**src/rtl/muldiv_unit.sv**
```systemverilog
// Iterative 32-step multiply/divide engine that owns the HI/LO special registers.
// One iteration per cycle in CALC; the signed result is written to HI/LO in a single FIN cycle.
module muldiv_unit #(
    parameter int               WIDTH   = 32,
    parameter logic [WIDTH-1:0] DIV0_LO = {WIDTH{1'b1}}
) (
    input  logic             clk,
    input  logic             rst,
    input  logic             start,
    input  logic [1:0]       op,
    input  logic [WIDTH-1:0] a,
    input  logic [WIDTH-1:0] b,
    output logic             busy,
    output logic             done,
    output logic             hi_wr,
    output logic             lo_wr,
    output logic [WIDTH-1:0] hi_din,
    output logic [WIDTH-1:0] lo_din
);

    localparam int CW = $clog2(WIDTH);

    typedef enum logic [1:0] {
        IDLE,
        CALC,
        FIN
    } state_t;

    state_t           state;
    logic [CW-1:0]    cnt;
    logic             is_div;
    logic             div0;
    logic             neg_res;
    logic             neg_rem;
    logic [WIDTH-1:0] opnd;
    logic [WIDTH-1:0] acc_hi;
    logic [WIDTH-1:0] acc_lo;

    logic             sgn_op;
    logic [WIDTH-1:0] abs_a;
    logic [WIDTH-1:0] abs_b;

    logic [WIDTH:0]     sum;
    logic [WIDTH:0]     shifted;
    logic               ge;
    logic [WIDTH-1:0]   diff;
    logic [WIDTH-1:0]   nxt_hi;
    logic [WIDTH-1:0]   nxt_lo;
    logic [2*WIDTH-1:0] prod_fix;
    logic [WIDTH-1:0]   quo_fix;
    logic [WIDTH-1:0]   rem_fix;
    logic [WIDTH-1:0]   fin_hi;
    logic [WIDTH-1:0]   fin_lo;

    // Signed ops run on magnitudes; the sign is restored once in FIN.
    always_comb begin
        sgn_op = ~op[0];
        abs_a  = (sgn_op && a[WIDTH-1]) ? (~a + 1'b1) : a;
        abs_b  = (sgn_op && b[WIDTH-1]) ? (~b + 1'b1) : b;
    end

    // Mult keeps {partial, multiplier} in acc_hi/acc_lo; div keeps {remainder, dividend/quotient}.
    always_comb begin
        sum     = {1'b0, acc_hi} + (acc_lo[0] ? {1'b0, opnd} : {(WIDTH+1){1'b0}});
        shifted = {acc_hi, acc_lo[WIDTH-1]};
        ge      = shifted >= {1'b0, opnd};
        diff    = shifted[WIDTH-1:0] - opnd;
        if (is_div) begin
            nxt_hi = ge ? diff : shifted[WIDTH-1:0];
            nxt_lo = {acc_lo[WIDTH-2:0], ge};
        end else begin
            nxt_hi = sum[WIDTH:1];
            nxt_lo = {sum[0], acc_lo[WIDTH-1:1]};
        end
    end

    // With a zero divisor the remainder path ends holding the dividend, so HI comes back as a.
    always_comb begin
        prod_fix = neg_res ? (~{nxt_hi, nxt_lo} + 1'b1) : {nxt_hi, nxt_lo};
        quo_fix  = neg_res ? (~nxt_lo + 1'b1) : nxt_lo;
        rem_fix  = neg_rem ? (~nxt_hi + 1'b1) : nxt_hi;
        if (is_div) begin
            fin_hi = rem_fix;
            fin_lo = div0 ? DIV0_LO : quo_fix;
        end else begin
            fin_hi = prod_fix[2*WIDTH-1:WIDTH];
            fin_lo = prod_fix[WIDTH-1:0];
        end
    end

    always_ff @(posedge clk or posedge rst) begin
        if (rst) begin
            state   <= IDLE;
            cnt     <= '0;
            is_div  <= 1'b0;
            div0    <= 1'b0;
            neg_res <= 1'b0;
            neg_rem <= 1'b0;
            opnd    <= '0;
            acc_hi  <= '0;
            acc_lo  <= '0;
            busy    <= 1'b0;
            done    <= 1'b0;
            hi_wr   <= 1'b0;
            lo_wr   <= 1'b0;
            hi_din  <= '0;
            lo_din  <= '0;
        end else begin
            done  <= 1'b0;
            hi_wr <= 1'b0;
            lo_wr <= 1'b0;
            case (state)
                IDLE: begin
                    if (start) begin
                        is_div  <= op[1];
                        div0    <= op[1] && (b == '0);
                        neg_res <= sgn_op && (a[WIDTH-1] ^ b[WIDTH-1]);
                        neg_rem <= sgn_op && op[1] && a[WIDTH-1];
                        opnd    <= op[1] ? abs_b : abs_a;
                        acc_lo  <= op[1] ? abs_a : abs_b;
                        acc_hi  <= '0;
                        cnt     <= '0;
                        busy    <= 1'b1;
                        state   <= CALC;
                    end
                end
                CALC: begin
                    acc_hi <= nxt_hi;
                    acc_lo <= nxt_lo;
                    cnt    <= cnt + 1'b1;
                    if (cnt == CW'(WIDTH - 1)) begin
                        hi_din <= fin_hi;
                        lo_din <= fin_lo;
                        done   <= 1'b1;
                        hi_wr  <= 1'b1;
                        lo_wr  <= 1'b1;
                        state  <= FIN;
                    end
                end
                FIN: begin
                    busy  <= 1'b0;
                    cnt   <= '0;
                    state <= IDLE;
                end
                default: begin
                    busy  <= 1'b0;
                    state <= IDLE;
                end
            endcase
        end
    end

endmodule

```
**config.mk**
```make
export PLATFORM = sky130hd
export DESIGN_NAME = muldiv_unit
export DESIGN_NICKNAME = d
export VERILOG_FILES = /design/src/rtl/muldiv_unit.sv
export SDC_FILE = /design/constraint.sdc
export NUM_CORES = 1
export LEC_CHECK = 0
export ABC_AREA = 1
export BUFFER_PORTS_ARGS = -buffer_cell sky130_fd_sc_hd__buf_2
export CAP_MARGIN = 40
export CORE_ASPECT_RATIO = 1.5
export CORE_UTILIZATION = 60
export DETAILED_ROUTE_END_ITERATION = 10
export HOLD_SLACK_MARGIN = 0.02
export PLACE_DENSITY = 0.8
export SKIP_LAST_GASP = 1
export SYNTH_ARGS = -nofsm -noshare
export SYNTH_HDL_FRONTEND = slang
export SYNTH_SLANG_ARGS = --single-unit
export TNS_END_PERCENT = 20
```
**constraint.sdc**
```tcl
create_clock -name clk -period 12.95 [get_ports clk]
set_input_delay 2.59 -clock clk [delete_from_list [all_inputs] [get_ports clk]]
set_output_delay 2.59 -clock clk [all_outputs]
set_load 0.1 [all_outputs]
```
* Yosys cells after proc, flatten, opt, wreduce, memory -nomap -nowiden *
Index checks and enable logic that the tools add are counted.
W data, S select, Z words.

word-level totals
  word-level logic and storage cells = 78
  input bits = 69
  output and inout bits = 68
  bits in registers = 173

operators by class
  order comparisons = 1
  eq/ne operators = 5
  mux-type cells = 27
  reductions and logical operators = 16
  $add $sub $neg = 8
  bitwise gates (word level) = 8

operators with widths
  operator                 number
  $mux W32                 15
  $add A32 B1 Y32 const B  4
  $not A32 Y32             4
  $pmux W32 S2             2
  $add A64 B1 Y64 const B  1
  $mux W64                 1
  $not A64 Y64             1
  $add A32 B32 Y33         1
  $ge A33 B32 Y1           1
  $logic_not A32 Y1        1
  $sub A32 B32 Y32         1
  $pmux W5 S3              1
  $reduce_and A2 Y1        6
  $logic_and A1 B1 Y1      6
  $add A5 B1 Y5 const B    1
  $eq A5 B5 Y1 const B     1
  $mux W5                  1
  $mux W2                  2
  $ne A2 B2 Y1 const B     2
  $pmux W2 S2              1
  $mux W1                  3
  $reduce_bool A3 Y1       1
  $eq A2 B1 Y1 const B     1
  $eq A2 B2 Y1 const B     1
  other kinds (5)          6

* Depth between registers and ports, before layout *
  word-level depth = 8
  gate-level depth with buffers = 31
  depth with buffers taken out = 29

* Worst setup path after synthesis *
No wires, ideal clock.

  path type = input-to-reg
  from = input a[0]
  to = register acc_lo[30]
  path buffers = 0
  arrival = 4.668 ns
  stages = 15
  library setup time = 0.136 ns
  required time = 12.814 ns
  slack = 8.147 ns
  cells stage by stage = inv_1 ha_1 inv_1 nor3_1 inv_1 nor3_1 nand4_1 nor2_1 nand2_1 o21ai_0 o21ai_0 xnor2_1 nor2_1 a221oi_1 o21ai_0

between the ends
  longest elaborated chain between the ends = 6

RTL lines
  element                 RTL line  RTL
  start: declaration      11        input logic [WIDTH-1:0] a,
  $not A32 Y32            58        abs_a = (sgn_op && a[WIDTH-1]) ? (~a + 1'b1) : a;
  $add A32 B1 Y32         58
  $mux W32                58
  $mux W32                120       acc_lo <= op[1] ? abs_a : abs_b;
  $mux W32                114       if (start) begin
  $pmux W32 S2            112       case (state)
  end signal: assignment  120
  end signal: assignment  129       acc_lo <= nxt_lo;
  end: declaration        37        logic [WIDTH-1:0] acc_lo;

Every way passes these cells. The select of a mux whose other input is x is not followed.
A chain may end at the register's enable or synchronous reset.

* Worst setup path in the final report *
Same ends and word-level chain as after synthesis.

==> run_results.csv <==
group,metric,value,unit
run_status,status,"complete, but fails checks",
run_status,violations,"DRC",
global_routing,grt_usage,50.64,%
yosys,yosysUniqueCellTypes,59,
routing,drt_first_iter_violations,2460,
yosys,synth_seq_area_share,25.60,%
placement,gp_congestion,1.126,
routing,ant_nets,0,
finish,diodes,0,
yosys,syn_area_per_cell,6.137,um2
setup_path,crit_path_top_delay_cell,"nor3_1",
clock_network,hold_buffers,0,
routing,route.detailed.drc,2,
routing,viasPerCell,6.197,
setup_path,reg2reg_slack,8.06,ns
routing,via_count,19887,
finish,finalNetCount,2996,
placement,pre_cts_ws,7.576,ns
yosys,synth_top_flop_cell,"dfrtp_1",
setup_path,r2r-start,"acc_hi[3]",
sta,tns,0,ns
setup_path,crit_path_max_incr_delay,0.37,ns
yosys,ys_warn_count,0,
setup_path,reg2reg_depth,26,
sta,timing.final.max_slew_violations,0,
global_routing,antenna_found_initial,0,
sta,timing.fmax,198.9,MHz
yosys,synth_common_cells,"859 x nand2_1, 417 x inv_1, 287 x nor2_1",
clock_network,clock-root-buffer,"clkbuf_16",
sta,tightest_slew,0.9397,ns
placement,port_buffers,136,
flow_run,cap_violations,0,
yosys,synthArstFlopShare,100.0,%
routing,routed_wl,70130,um
clock_network,cts_sinks,173,
clock_network,post_cts_buffers,0,
yosys,synth_most_common_cell,"nand2_1",
global_routing,grt_pass1_wl,110000,um
finish,design_area,18470,um2
setup_path,r2r_end,"hi_din[12]",
hold_path,min_to,"hi_din[30]",
clock_network,h-tree-depth,4,
sta,period_needed,5.028,ns
setup_path,worstPathCellList,"buf_2 -> inv_1 -> ha_1 -> inv_1 -> nor3_1 -> inv_1 -> nor3_1 -> nand4_1 -> nor2_1 -> nand2_1 -> o21ai_0 -> o21ai_0 -> xnor2_1 -> nor2_1 -> a221oi_1 -> o21ai_0",
yosys,synth_area,16910,um2
finish,drive_above_1_share,9.662,%
yosys,syn_inst,2756,
sta,relSlewSlack,36.69,%
routing,wl_per_cell,21.85,um
yosys,yosysTopAreaCellShare,25.60,%
floorplanning,die_h,207.6,um
hold_path,hp-start,"hi_din[30]",
yosys,synth_nets,2897,
clock_network,clk_transition_reported_paths,0.07,ns
floorplanning,rows,74,
floorplanning,core_area,27500,um2
clock_network,cts_buffer_depth,2,
yosys,synth_top_cell_by_area,"dfrtp_1",
setup_path,critPathLaunchType,"input pin",
yosys,synthTopCellsByArea,"dfrtp_1 26%, nand2_1 19%, inv_1 9.3%",
setup_path,end_kind,"register",
hold_path,hold_class,"reg -> reg",
floorplanning,die-area,28880,um2
sta,hold_viol_final,0,
clock_network,cts_tree,"yes",
clock_network,clock_latency,0.46,ns
yosys,synth.ff_latch_count,173,
global_routing,grt_pass1_vias,19392,
hold_path,holdPathStages,2,
sta,setup_violations,0,
floorplanning,top_level_ports,137,
placement,dp_hpwl,53590,um
setup_path,worstSetupPathType,"in -> reg",
sta,skew,0.01081,ns
global_routing,grt_max_degree,91,
setup_path,cp_max_fo,5,
sta,rsz0062_at_grt,"no",
placement,placed_area,17890,um2
floorplanning,initial_core_util,61.51,%
clock_network,cts_buffers,17,
clock_network,ctsResizeCount,0,
setup_path,crit_arrival,5.35,ns
sta,fin_ws,7.922,ns
setup_path,cp.required,13.28,ns
floorplanning,die_x,139.1,um
finish,area_growth,9.188,%
routing,dr.pass1.iters,11,
global_routing,gr-total-overflow,0,
yosys,synth-edff-count,0,
sta,final.period_utilization,38.82,%
layout make-up:
cell class	count	area [um2]
inverters	437	1645
clock buffers	21	460.4
flip-flops and latches	173	4333
well taps	342	427.9
clock inverters	10	81.33
fillers	2484	9031
repair buffers	162	938.4
multi-input cells	2064	10580
critical path, delay by kind of cell:
| kind | cells | cell delay, ns |
|---|---|---|
| AOI/OAI and AO/OA | 4 | 0.95 |
| xor gates and xnor gates | 1 | 0.25 |
| adders and majority gates | 1 | 0.17 |
| buffers and inverters | 4 | 0.29 |
| and+or+nand+nor | 6 | 1.10 |
flip-flops by register name (all words and copies together) (netlist names), 2 cells and up:
name,cells
acc_hi,32
opnd,32
lo_din,32
cnt,5
state,2
acc_lo,32
hi_din,32
logic make-up after synthesis:
kind of cell | Yosys count | synth area share, %
xor gates and xnor gates | 100 | 5.178
AOI/OAI and AO/OA | 417 | 15.09
DFF | 173 | 25.60
adders and majority gates | 72 | 5.415
buffers and inverters | 519 | 11.89
and+or+nand+nor | 1475 | 36.83
metal layers:
metal / wire [um] / GRT usage (%)
met1: 22650 / 52.46
met2: 31430 / 79.94
met3: 6638 / 13.33
met4: 9411 / 54.87
met5: 0 / 0
through the flow:
| stage | utilization (%) | hold WS [ns] | cells |
|---|---|---|---|
| 2_1_floorplan | - | 0.4636 | 2756 |
| 3_3_place_gp | 64.63 | 0.4585 | 3166 |
| 3_5_place_dp | 65.07 | 0.4615 | 3172 |
| 4_1_cts | 67.04 | 0.4790 | 3203 |
| 5_1_grt | 67.16 | 0.5035 | 3209 |
| 6_report | 67.16 | 0.4777 | 3209 |
worst max path at each step:
stage | startpoint | to | slack, ns | cells after the start
after floorplan | rst | acc_hi[0] | 5.67 | 1
after global placement | a[0] | acc_lo[30] | 7.59 | 16
after detailed placement | a[0] | acc_lo[30] | 7.58 | 16
after CTS | a[0] | acc_lo[30] | 7.98 | 16
after global routing | a[0] | acc_lo[30] | 7.60 | 16
final | a[0] | acc_lo[30] | 7.92 | 16
placed cells by master (no fill, tap or decap), types with 30 or more instances in the layout:
cell and instances:
a21oi_1 96, buf_2 143, dfrtp_1 172, ha_1 70, inv_1 415, nand2_1 859, nand3_1 189, nand4_1 30
nor2_1 284, nor3_1 33, o21ai_0 132, o22ai_1 35, xor2_1 79
Power is not shown: default switching activity piles up to over one toggle a cycle in this logic, so the estimate is an artifact.
